### src/rtl/fp_addsub_pipe.sv
// Three-stage modular adder/subtractor over GF(P) with a valid/ready handshake.
// A single global advance enable moves every stage at once, so order is always kept.
module fp_addsub_pipe #(
   parameter int unsigned  W     = 255,
   parameter logic [W-1:0] P     = 255'd2261564242916331941866620800950935700259179388000792266395655937654553313279,
   parameter int unsigned  TAG_W = 4
) (
   input  logic             clk,
   input  logic             rst,
   input  logic             in_valid,
   output logic             in_ready,
   input  logic             in_op,
   input  logic [W-1:0]     in_a,
   input  logic [W-1:0]     in_b,
   input  logic [TAG_W-1:0] in_tag,
   output logic             out_valid,
   input  logic             out_ready,
   output logic [W-1:0]     out_d,
   output logic [TAG_W-1:0] out_tag,
   output logic             out_err
);

   localparam logic [W:0] PX = {1'b0, P};

   // One conditional correction; the low W bits of r -/+ P equal r[W-1:0] -/+ P mod 2^W.
   function automatic logic [W-1:0] reduce(input logic op, input logic [W:0] r);
      if (!op && (r >= PX)) return r[W-1:0] - P;
      else if (op && r[W])  return r[W-1:0] + P;
      else                  return r[W-1:0];
   endfunction

   logic             adv;

   logic             vld_p1_q, op_p1_q, err_p1_q, err_p1_d;
   logic [W-1:0]     a_p1_q, b_p1_q;
   logic [TAG_W-1:0] tag_p1_q;

   logic             vld_p2_q, op_p2_q, err_p2_q;
   logic [W:0]       raw_p2_q, raw_p2_d;
   logic [TAG_W-1:0] tag_p2_q;

   logic             vld_p3_q, err_p3_q;
   logic [W-1:0]     d_p3_q, d_p3_d;
   logic [TAG_W-1:0] tag_p3_q;

   assign adv      = !vld_p3_q | out_ready;
   assign in_ready = adv;

   assign err_p1_d = (in_a >= P) | (in_b >= P);
   assign raw_p2_d = op_p1_q ? ({1'b0, a_p1_q} - {1'b0, b_p1_q})
                             : ({1'b0, a_p1_q} + {1'b0, b_p1_q});
   assign d_p3_d   = reduce(op_p2_q, raw_p2_q);

   always_ff @(posedge clk) begin
      if (rst) begin
         vld_p1_q <= 1'b0;
         op_p1_q  <= 1'b0;
         err_p1_q <= 1'b0;
         a_p1_q   <= '0;
         b_p1_q   <= '0;
         tag_p1_q <= '0;
         vld_p2_q <= 1'b0;
         op_p2_q  <= 1'b0;
         err_p2_q <= 1'b0;
         raw_p2_q <= '0;
         tag_p2_q <= '0;
         vld_p3_q <= 1'b0;
         err_p3_q <= 1'b0;
         d_p3_q   <= '0;
         tag_p3_q <= '0;
      end else if (adv) begin
         // S1: capture operands and range-check them
         vld_p1_q <= in_valid & in_ready;
         op_p1_q  <= in_op;
         err_p1_q <= err_p1_d;
         a_p1_q   <= in_a;
         b_p1_q   <= in_b;
         tag_p1_q <= in_tag;
         // S2: raw W+1-bit sum or two's-complement difference
         vld_p2_q <= vld_p1_q;
         op_p2_q  <= op_p1_q;
         err_p2_q <= err_p1_q;
         raw_p2_q <= raw_p2_d;
         tag_p2_q <= tag_p1_q;
         // S3: reduced result, drives the outputs directly
         vld_p3_q <= vld_p2_q;
         err_p3_q <= err_p2_q;
         d_p3_q   <= d_p3_d;
         tag_p3_q <= tag_p2_q;
      end
   end

   assign out_valid = vld_p3_q;
   assign out_d     = d_p3_q;
   assign out_tag   = tag_p3_q;
   assign out_err   = err_p3_q;

endmodule

### config.mk
export PLATFORM = sky130hd
export DESIGN_NAME = fp_addsub_pipe
export DESIGN_NICKNAME = d
export VERILOG_FILES = /design/src/rtl/fp_addsub_pipe.sv
export SDC_FILE = /design/constraint.sdc
export NUM_CORES = 2
export LEC_CHECK = 0
export CAP_MARGIN = 20
export CORE_MARGIN = 8
export CORE_UTILIZATION = 30
export DETAILED_ROUTE_END_ITERATION = 16
export SYNTH_ARGS = -nofsm -noshare
export SYNTH_HDL_FRONTEND = slang
export SYNTH_SLANG_ARGS = --single-unit
### constraint.sdc
create_clock -name clk -period 8.5 [get_ports clk]
set_clock_uncertainty 0.15 [all_clocks]
set_input_delay 1.275 -clock clk [delete_from_list [all_inputs] [get_ports clk]]
set_output_delay 1.275 -clock clk [all_outputs]
set_load 0.05 [all_outputs]
# Word-level counts from Yosys, hierarchy flattened
# Index checks and enable logic that the tools add are counted.
dict set report word_totals {
  rom_bits 0
  mem_bits_rw 0
  n_memories 0
  latch_bits 0
  output_inout_bits 262
  register_bits 1041
}
dict set report op_classes {
  n_eq_ne 0
  muxes 3
  shift 0
  n_lt_le_gt_ge 3
  bitwise 3
  reduce_logical 4
  mul 0
  n_addsub 4
  div 0
}
# cell n
set ops {}
lappend ops {{$ge A255 B251 Y1 const B} 2}
lappend ops {{$mux W255} 2}
lappend ops {{$add A255 B255 Y256} 1}
lappend ops {{$ge A256 B251 Y1 const B} 1}
lappend ops {{$mux W256} 1}
lappend ops {{$sub A255 B255 Y256} 1}
lappend ops {{$add A255 B251 Y255 const B} 1}
lappend ops {{$sub A255 B251 Y255 const B} 1}
lappend ops {{$logic_and A1 B1 Y1} 2}
lappend ops {{$logic_not A1 Y1} 2}
lappend ops {{$or A1 B1 Y1} 2}
lappend ops {{$and A1 B1 Y1} 1}

# Depth between registers and ports, before layout
dict set report depth {
  ltp_word 3
  depth_mapped 30
}

# Least setup slack after synthesis
# OpenSTA, ideal clock, no wires.
dict set report synth_timing {
  path_type {reg2reg}
  startpoint {register b_p1_q[80]}
  endpoint {register raw_p2_q[254]}
  synth_period_minus_slack_ns 6.895
  setup_time_ns 0.086
  path_buffers 1
  stages_incl_launch_ff 27
  path_slack_ns 1.605
  required_ns 8.264
  t_arrival_ns 6.659
  path_cell_list {dfxtp_1 > or4_1 > or3_1 > or3_1 > nand4bb_1 > or2_1 > nor4_4 > nand3_1 > nor2_2 > nor4b_2 > and2_1 > nor2_1 > xnor2_1 > ha_1 > clkbuf_1 > nand4_1 > nor2_1 > nand2_1 > nor3_1 > nand4_1 > or2_2 > o21ai_0 > a41oi_1 > o41ai_1 > a21oi_1 > xor2_1 > a211oi_1}
}
dict set report synth_between {
  elab_chain_cells 2
}
# item line_no
set synth_lines {}
lappend synth_lines {{start: declaration} 35} ;# logic [W-1:0] a_p1_q, b_p1_q;
lappend synth_lines {{start signal: assignment} 77} ;# b_p1_q <= in_b;
lappend synth_lines {{$add A255 B255 Y256 / $sub A255 B255 Y256 (equally long branches)} {51, 50}}
lappend synth_lines {{$mux W256 (*)} 50} ;# assign raw_p2_d = op_p1_q ? ({1'b0, a_p1_q} - {1'b0, b_p1_q})
lappend synth_lines {{end signal: assignment} 83} ;# raw_p2_q <= raw_p2_d;
lappend synth_lines {{end: declaration} 39} ;# logic [W:0] raw_p2_q, raw_p2_d;
# Mark *: on every way between the ends. The rest lies on a longest branch, timed or not.
# A chain may end at the register's enable or synchronous reset.

# Worst setup path after layout
dict set report layout_timing {
  startpoint {register b_p1_q[80]}
  endpoint {register raw_p2_q[250]}
}
# Same word-level chain as after synthesis.

==> impl_metrics.json <==
{
  "setup_viol_count_final": 0,
  "drive_gt1_share_pct": 4.60,
  "pwr-share-seq_pct": 36.4,
  "netlist_area_um2": 71200,
  "fill_cells": 26039,
  "worstPathMaxFanout": 6,
  "clkTransAtPathRegs_ps": 60,
  "drc_errors": 0,
  "seq_area_frac_synth_pct": 29.3,
  "synth_top_area_share_pct": 29.3,
  "final.setup.tns_ps": 0,
  "die_w_um": 503,
  "timing.final.max_slew_violations": 0,
  "async_reset_ff_share_pct": 0,
  "yosysWarnings": 0,
  "drt_iter0_drc": 11128,
  "antenna_found_initial": 39,
  "cts_max_path_buffers": 3,
  "insertion_delay_ps": 840,
  "stdcell_area_um2": 86500,
  "period_share_pct": 97.4,
  "slowest_stage": "or4_1",
  "nNetsFinal": 11657,
  "synth-main-ff-cell": "dfxtp_1",
  "hp-class": "flop to flop",
  "cp_slowest_stage_delay_ps": 610,
  "period_needed_ps": 8280,
  "cts_buffers": 118,
  "holdWs_ps": 297,
  "tightest_slew_ps": 1190,
  "timing.fmax_ghz": 0.121,
  "grt_pass1_vias": 74318,
  "rows": 179,
  "crit_required_ps": 8990,
  "hpwl_um": 322000,
  "cts.sink_count": 1041,
  "crit_path_end_kind": "flop",
  "arrival_ps": 8770,
  "cts_tree": "yes",
  "synth.area.top_cells": "dfxtp_1 (29%), nand2_1 (13%), a21oi_1 (10%), xnor2_1 (6.6%), ha_1 (4.5%)",
  "power.internal_mw": 10.4,
  "first_pass_iters": 9,
  "syn_inst": 10420,
  "synth_top_cell_by_area": "dfxtp_1",
  "status": "finished clean",
  "layout.cells.non_filler": 14175,
  "start_util_pct": 30.0,
  "synth-edff-count": 0,
  "area_growth_pct": 21.5,
  "synth-seq-cells": 1041,
  "dr_total_vias": 81585,
  "coreArea_um2": 237000,
  "placed_area_um2": 82200,
  "htreeDepth": 3,
  "cap_violations": 0,
  "die_y_um": 503,
  "rsz0062_at_grt": "false",
  "p_per_area_nw_per_um2": 199,
  "drtAntennaViolNets": 0,
  "maxSlewHeadroom_pct": 20.3,
  "grt_pass1_wl_um": 541000,
  "wl_per_cell_um": 27.4,
  "start_kind": "flop",
  "cp_top_family": "simple AND/OR/NAND/NOR gates",
  "clockPowerShare_pct": 32.3,
  "gp_congestion": 1.07,
  "hold_viol": 0,
  "drt-vias-per-instance": 5.76,
  "p_switching_mw": 6.82,
  "pin_count": 781,
  "cts_root_buffer": "clkbuf_16",
  "synth.distinct_cells": 89,
  "cp_num_buf_inv": 3,
  "grt_overflow_total": 0,
  "synthesis.nets": 11198,
  "postSynthAreaPerCell_um2": 6.83,
  "p_leak_nw": 31.4,
  "ir_drop_mv": 0.165,
  "wl_um": 388000,
  "combPwrFrac_pct": 31.3,
  "switching_share_pct": 39.5,
  "hold_buffers": 0,
  "track_usage_pct": 28.8,
  "fp.dieArea_um2": 253000,
  "place_inst": 13926,
  "grt_max_degree": 207,
  "critical_path_class": "flop to flop",
  "numPortBuffers": 780
}
-- synth_stat cells (7+ instances only) --
cell and count:
a21boi_0 31, nand4_1 372, nor4_1 215, nand2b_1 42, nand3_1 206, clkbuf_1 574, and3_1 82, or3_1 110
dfxtp_1 1041, nor4b_1 13, nor3b_1 8, a221oi_1 18, nand3b_1 17, buf_2 19, o31ai_1 29, a31o_2 7
nor3_1 329, inv_1 156, or2_2 51, buf_1 39, a32oi_1 8, xnor2_1 534, nand2_1 2384, o21ai_0 525
a22o_1 23, a211oi_1 51, a21o_1 105, and4_1 39, and2_1 32, o41ai_1 17, nor2b_1 31, a41oi_1 32
o22ai_1 14, nor2_1 842, or4_1 68, a31oi_1 121, o21bai_1 100, o21a_1 32, o31a_1 11, xor2_1 206
o32ai_1 12, a21oi_1 1480, o211ai_1 18, a22oi_1 11, ha_1 258
-- routing by layer --
metal	share of wire (%)	up-vias	global-route usage, %
met3	10	682	5.91
met4	5.0	34	12.1
met5	0.057	-	0
met2	38	4514	39.3
li1	-	37712	-
met1	46	38643	43.1
-- tightest hold or removal path, cell delays in order, from the launching register on --
cell and delay, ps:
dfxtp_1 300, nand2_1 50, a21oi_1 50
-- what timing repair did --
action | 4_1_cts | 5_1_grt
setup endpoints to repair | 0 | 20
setup buffers | 0 | 0
resized for setup | 0 | 9
-- power groups by stage --
stage / clock (mW) / sequential, mW / combinational (mW)
floorplan: 0 / 6.22 / 2.87
global placement: 0 / 6.31 / 5.24
detailed placement: 0 / 6.32 / 5.21
CTS: 5.68 / 6.21 / 5.24
global route: 5.85 / 6.31 / 5.69
finish: 5.57 / 6.27 / 5.41
-- per-stage QoR --
| stage | worst slack, ps | util (%) | power (mW) |
|---|---|---|---|
| 3_3_place_gp | 162 | 34.7 | 11.6 |
| 3_5_place_dp | 151 | 34.7 | 11.5 |
| 2_1_floorplan | 1610 | - | 9.08 |
| 4_1_cts | 95.9 | 36.5 | 17.1 |
| 5_1_grt | 8.69 | 36.5 | 17.8 |
| 6_report | 225 | 36.5 | 17.3 |
-- area by class of cell --
class                           instances  area [um^2]  share of cell area, %
Timing Repair Buffer                  973         9370                   10.8
Clock inverter                         51          726                  0.839
Antenna cell                           29         72.6                 0.0839
Clock buffer                          169         3460                   4.00
Multi-Input combinational cell       8588        47500                   54.9
Inverter                              157          597                  0.690
Sequential cell                      1041        20800                   24.1
Tap cell                             3167         3960                   4.58
-- cells by family after synthesis --
family | Yosys count | share of synthesized area (%)
adders and majority gates | 259 | 4.56
DFF | 1041 | 29.3
muxes | 4 | 0.0562
AOI/OAI and AO/OA | 2695 | 21.5
xor gates and xnor gates | 740 | 9.10
buffers and inverters | 791 | 4.22
and+or+nand+nor | 4890 | 31.3
-- worst paths after layout --
kind / start / to / slack (ps) / cells past startpoint
max: b_p1_q[80]$_SDFFE_PP0N_ / raw_p2_q[250]$_SDFFE_PP0N_ / 220 / 32
max reg2reg: b_p1_q[80]$_SDFFE_PP0N_ / raw_p2_q[250]$_SDFFE_PP0N_ / 220 / 32
min reg2reg: out_d[125]$_SDFFE_PP0N_ / out_d[125]$_SDFFE_PP0N_ / 300 / 2
min: out_d[125]$_SDFFE_PP0N_ / out_d[125]$_SDFFE_PP0N_ / 300 / 2
-- flip-flops by register name, indices dropped and copies added, names as in the netlist --
name       count
a_p1_q       255
b_p1_q       255
err_p1_q       1
err_p2_q       1
op_p1_q        1
op_p2_q        1
out_d        255
out_err        1
out_tag        4
out_valid      1
raw_p2_q     256
tag_p1_q       4
tag_p2_q       4
vld_p1_q       1
vld_p2_q       1
-- cell usage in the layout, fill, tap and decap left out, types with 155 or more instances in the layout --
cell,n
a21oi_1,1480
buf_4,183
clkdlybuf4s50_1,779
dfxtp_1,1040
ha_1,258
inv_1,155
nand2_1,2384
nand3_1,206
nand4_1,372
nor2_1,839
nor3_1,328
nor4_1,204
o21ai_0,525
xnor2_1,534
xor2_1,206
Note: power is estimated with default switching activity, not from simulation.
